==> src/rtl/mem_access_ctrl.sv <==
// Data-side memory sequencer for the multicycle CPU: word/half/byte loads and stores,
// with sub-word stores performed as read-modify-write on the shared byte-addressed memory.
module mem_access_ctrl #(
  parameter int unsigned MEM_LAT     = 1,
  parameter bit          SIGNED_LOAD = 1'b0
) (
  input  logic        clock,
  input  logic        reset,
  input  logic        start,
  input  logic [2:0]  op,
  input  logic [31:0] addr,
  input  logic [31:0] wdata,
  input  logic [31:0] mem_rdata,
  output logic [31:0] mem_addr,
  output logic        mem_wr,
  output logic [31:0] mem_wdata,
  output logic [31:0] rdata,
  output logic        busy,
  output logic        done,
  output logic        err
);

  localparam logic [2:0] OP_LW = 3'b000;
  localparam logic [2:0] OP_LH = 3'b001;
  localparam logic [2:0] OP_LB = 3'b010;
  localparam logic [2:0] OP_SW = 3'b100;
  localparam logic [2:0] OP_SH = 3'b101;
  localparam logic [2:0] OP_SB = 3'b110;

  typedef enum logic [2:0] {
    IDLE,
    READ,
    WRITE,
    DONE,
    ERR
  } state_e;

  state_e      state_q, state_d;
  logic [2:0]  cnt_q, cnt_d;
  logic [2:0]  op_q, op_d;
  logic [1:0]  lane_q, lane_d;
  logic [15:0] half_q, half_d;
  logic [31:0] mem_addr_q, mem_addr_d;
  logic [31:0] mem_wdata_q, mem_wdata_d;
  logic [31:0] rdata_q, rdata_d;

  logic        reqBad;
  logic [7:0]  rdByte;
  logic [15:0] rdHalf;
  logic [31:0] loadVal;
  logic [31:0] mergeVal;

  always_ff @(posedge clock) begin
    if (!reset) begin
      state_q     <= IDLE;
      cnt_q       <= 3'd0;
      op_q        <= 3'd0;
      lane_q      <= 2'd0;
      half_q      <= 16'd0;
      mem_addr_q  <= 32'd0;
      mem_wdata_q <= 32'd0;
      rdata_q     <= 32'd0;
    end else begin
      state_q     <= state_d;
      cnt_q       <= cnt_d;
      op_q        <= op_d;
      lane_q      <= lane_d;
      half_q      <= half_d;
      mem_addr_q  <= mem_addr_d;
      mem_wdata_q <= mem_wdata_d;
      rdata_q     <= rdata_d;
    end
  end

  // Requests that can never touch memory: illegal opcodes and misaligned word/half accesses.
  always_comb begin
    reqBad = 1'b0;
    case (op)
      OP_LW, OP_SW: reqBad = (addr[1:0] != 2'b00);
      OP_LH, OP_SH: reqBad = addr[0];
      OP_LB, OP_SB: reqBad = 1'b0;
      default:      reqBad = 1'b1;
    endcase
  end

  always_comb begin
    rdByte = mem_rdata[{lane_q, 3'b000} +: 8];
    rdHalf = mem_rdata[{lane_q[1], 4'b0000} +: 16];
    case (op_q)
      OP_LH:   loadVal = {{16{SIGNED_LOAD & rdHalf[15]}}, rdHalf};
      OP_LB:   loadVal = {{24{SIGNED_LOAD & rdByte[7]}}, rdByte};
      default: loadVal = mem_rdata;
    endcase
    mergeVal = mem_rdata;
    if (op_q == OP_SH) begin
      mergeVal[{lane_q[1], 4'b0000} +: 16] = half_q;
    end else begin
      mergeVal[{lane_q, 3'b000} +: 8] = half_q[7:0];
    end
  end

  always_comb begin
    state_d     = state_q;
    cnt_d       = cnt_q;
    op_d        = op_q;
    lane_d      = lane_q;
    half_d      = half_q;
    mem_addr_d  = mem_addr_q;
    mem_wdata_d = mem_wdata_q;
    rdata_d     = rdata_q;
    mem_wr      = 1'b0;
    done        = 1'b0;
    err         = 1'b0;
    busy        = (state_q != IDLE);

    case (state_q)
      IDLE: begin
        if (start) begin
          op_d       = op;
          lane_d     = addr[1:0];
          half_d     = wdata[15:0];
          mem_addr_d = {addr[31:2], 2'b00};
          if (reqBad) begin
            state_d = ERR;
          end else if (op == OP_SW) begin
            state_d     = WRITE;
            mem_wdata_d = wdata;
          end else begin
            state_d = READ;
            cnt_d   = 3'(MEM_LAT);
          end
        end
      end
      // The counter runs MEM_LAT down to zero, so READ lasts MEM_LAT+1 cycles.
      READ: begin
        if (cnt_q == 3'd0) begin
          if (!op_q[2]) begin
            rdata_d = loadVal;
            state_d = DONE;
          end else begin
            mem_wdata_d = mergeVal;
            state_d     = WRITE;
          end
        end else begin
          cnt_d = cnt_q - 3'd1;
        end
      end
      WRITE: begin
        mem_wr  = 1'b1;
        state_d = DONE;
      end
      DONE: begin
        done    = 1'b1;
        state_d = IDLE;
      end
      ERR: begin
        done    = 1'b1;
        err     = 1'b1;
        state_d = IDLE;
      end
      default: state_d = IDLE;
    endcase
  end

  assign mem_addr  = mem_addr_q;
  assign mem_wdata = mem_wdata_q;
  assign rdata     = rdata_q;

endmodule

==> config.mk <==
export PLATFORM = sky130hd
export DESIGN_NAME = mem_access_ctrl
export DESIGN_NICKNAME = d
export VERILOG_FILES = /design/src/rtl/mem_access_ctrl.sv
export SDC_FILE = /design/constraint.sdc
export NUM_CORES = 1
export LEC_CHECK = 0
export CAP_MARGIN = 20
export CELL_PAD_IN_SITES_DETAIL_PLACEMENT = 0
export CELL_PAD_IN_SITES_GLOBAL_PLACEMENT = 2
export CORE_MARGIN = 4
export CORE_UTILIZATION = 28
export CTS_CLUSTER_DIAMETER = 100
export DETAILED_ROUTE_END_ITERATION = 12
export HOLD_SLACK_MARGIN = 0.08
export PLACE_DENSITY_LB_ADDON = 0.1
export SLEW_MARGIN = 20
export SYNTH_ARGS = -nofsm -noshare
export SYNTH_HDL_FRONTEND = slang
export SYNTH_SLANG_ARGS = --single-unit
==> constraint.sdc <==
create_clock -name clock -period 7.1 [get_ports clock]
set_clock_uncertainty 0.05 [all_clocks]
set_input_delay 1.42 -clock clock [delete_from_list [all_inputs] [get_ports clock]]
set_output_delay 1.42 -clock clock [all_outputs]
set_load 0.02 [all_outputs]
==> out/metrics.yaml <==
grt:
  grt_pass1_wl_um: 35600
  maximum_number_of_pins_on_one_net_before_global_route_repair: 94
  antenna_found_initial: 0
  globalRoute.totalOverflow: 0
  global_route.usage.total_pct: 18.3
  vias_in_the_first_global_route: 6115
synth:
  syn-instance-count: 794
  number_of_flops_mapped_to_enable_cells_by_yosys: 0
  asyncSetResetFlopFracSynth_pct: 0
  ys_seq_area_share_pct: 38.3
  dominantRegCellSynth: "sky130_fd_sc_hd__dfxtp_1"
  syn_area_per_cell_um2: 7.96
  yosys_warnings: 0
  ys_types: 53
  yosys_register_bits: 121
  cell_area_after_technology_mapping_mm2: 0.00632
timing:
  tightest_slew_ps: 1030
  worst_slack_ps: 3510
  final-hold-violation-count: 0
  fin_setup_tns_ps: 0
  min_period_ps: 3590
  report.final.setup_viol: 0
  finalCritPeriodShare_pct: 50.5
  drv_slew: 0
  max_clock_freq_mhz: 279
  setup_repair_after_global_routing_missed_its_margin: "no"
  worst_slew_margin_rel_pct: 31.1
  fin_hold_ws_ps: 404
detailed_routing:
  detail_route.vias_per_cell: 5.19
  detail_route.drc_violations: 0
  drt_first_pass_iters: 5
  total_via_count_after_detailed_routing: 6404
  drt-initial-drc-count: 345
  antenna_violation_net_count_after_detailed_routing: 0
  routed_wire_length_per_instance_um: 19.2
  totalWireLength_um: 23700
die:
  io-pin-count: 202
  floorplan.die.height_um: 158
  floorplan.initialDensity_pct: 28.7
  floorplan.core_area_mm2: 0.0220
  core.rowCount: 54
  floorplan.die_area_mm2: 0.0250
  die-width_um: 158
worst_setup_path:
  worst-path-max-fanout: 33
  cp-end-kind: "register"
  cp_slowest_stage_delay_ps: 680
  crit_type: "input port to register"
  crit_arrival_ps: 3780
  cp_data_required_time_ps: 7300
  critical-path-slowest-cell: "sky130_fd_sc_hd__and2_2"
  cp-start-kind: "input port"
  cp_cell_sequence: "clkdlybuf4s50_1, nor3_1, a31o_2, and2_2, a311oi_1"
placement:
  hpwlAfterDp_um: 17200
  post_dp_cell_area_mm2: 0.00840
  port_buffers: 199
  dp_cells: 1203
  post-place-ws_ps: 2720
  routabilityCongestion: 0.848
clocking:
  cts-buffers-inserted: 17
  clock_sinks: 121
  post_cts_hold_buffer_count: 0
  clockRootBuffer: "sky130_fd_sc_hd__clkbuf_16"
  tritoncts: "built"
  cts-resized-gates: 0
  ctsHtreeMaxLevel: 4
  worstSkewPairLatency_ps: 420
  clock_path_buffers: 2
  postCtsSetupRepairBufs: 0
  worst_setup_hold_path_clk_slew_ps: 60
pwr:
  power.leakage_uw: 0.00319
  cellPowerDensity_mw_per_mm2: 324
  ir_drop_uv: 250
run_status:
  run_status: "completed"
finish:
  fillerInstances: 2196
  num_antenna_cells: 0
  final_cell_mix: "199 x sky130_fd_sc_hd__clkdlybuf4s50_1, 138 x sky130_fd_sc_hd__nand2_1, 127 x sky130_fd_sc_hd__a21oi_1"
  nNetsFinal: 1051
  layout-drive-gt1-share_pct: 6.39
  layout.cells.most_common: "sky130_fd_sc_hd__clkdlybuf4s50_1"
  finalNonFillerCells: 1235
  final_cell_area_mm2: 0.00902
  layout-area-overhead-vs-synth_pct: 42.8
min_path:
  timing.hold.worst.class: "register to register"
run:
  maxCapViolCount: 0
==> sequential cells by signal, summed over array words and instances (netlist names) <==
name and count:
cnt_q 3, half_q 16, lane_q 2, mem_addr 30
mem_wdata 32, op_q 3, rdata 32, state_q 3
==> per-layer routing <==
| metal | part of all wire [%] | vias to the layer above | track usage, % |
|---|---|---|---|
| li1 | - | 3159 | - |
| met1 | 45 | 3025 | 24.7 |
| met2 | 46 | 193 | 28.9 |
| met3 | 6.5 | 27 | 4.87 |
| met4 | 1.7 | 0 | 5.40 |
| met5 | 0 | - | 0 |
==> cells in the mapped netlist, drive strengths merged (8+ instances only) <==
library cell    n  area [um2]
mux4            8         180
mux2i          27         270
o22ai          16         100
o21ai          47         235
clkbuf         51         191
a311oi         24         210
and3            9        56.3
inv            30         113
nor2           22        82.6
buf            28         156
a22oi          16         120
nand2         139         522
o2111ai         8        70.1
o32ai          17         149
nor2b          11        68.8
nand3          10        50.1
a221oi          8        70.1
dfxtp         121        2420
nand2b         13        81.3
a21oi         127         636
o31ai           9        67.6
==> critical path: cells and delay by family <==
| kind | cells | cell delay (ps) |
|---|---|---|
| AND/OR/NAND/NOR | 2 | 970 |
| AO/OA/AOI/OAI | 2 | 850 |
| buffers and inverters | 1 | 510 |
==> final timing paths <==
| check | start | endpoint | slack [ps] | cells past startpoint |
|---|---|---|---|---|
| min | mem_addr[3]$_SDFFE_PN0P_ | mem_addr[3]$_SDFFE_PN0P_ | 400 | 2 |
| max reg2reg | lane_q[0]$_SDFFE_PN0P_ | mem_wdata[20]$_SDFFE_PN0P_ | 4030 | 6 |
| max | op[0] | mem_wdata[21]$_SDFFE_PN0P_ | 3510 | 5 |
| min reg2reg | mem_addr[3]$_SDFFE_PN0P_ | mem_addr[3]$_SDFFE_PN0P_ | 400 | 2 |
==> final cells by class <==
| class | instances | area, um2 | area share, % |
|---|---|---|---|
| Clock buffer | 18 | 439 | 4.87 |
| Clock inverter | 14 | 184 | 2.04 |
| Inverter | 30 | 113 | 1.25 |
| Multi-Input combinational cell | 565 | 3460 | 38.4 |
| Sequential cell | 121 | 2420 | 26.9 |
| Tap cell | 280 | 350 | 3.88 |
| Timing Repair Buffer | 207 | 2050 | 22.7 |
==> power breakdown <==
part	internal, uW	switching, uW
Sequential	796	121
Combinational	447	643
Clock	570	344
==> cells by family after synthesis <==
family | after synthesis | share of synthesized area (%)
buffers and inverters | 109 | 7.28
flip-flops | 121 | 38.3
XOR/XNOR | 1 | 0.139
AND/OR/NAND/NOR | 239 | 18.3
AO/OA/AOI/OAI | 281 | 27.4
other | 1 | 0.0593
multiplexers | 35 | 7.13
adder cells (fa/ha/maj) | 7 | 1.39
==> through the flow <==
step	total power [uW]	util (%)
after floorplan	1590	-
after global placement	2010	38.1
after detailed placement	2030	38.1
after CTS	2960	41.0
after global routing	3090	41.0
final	2920	41.0
(Power assumes the default switching activity.)
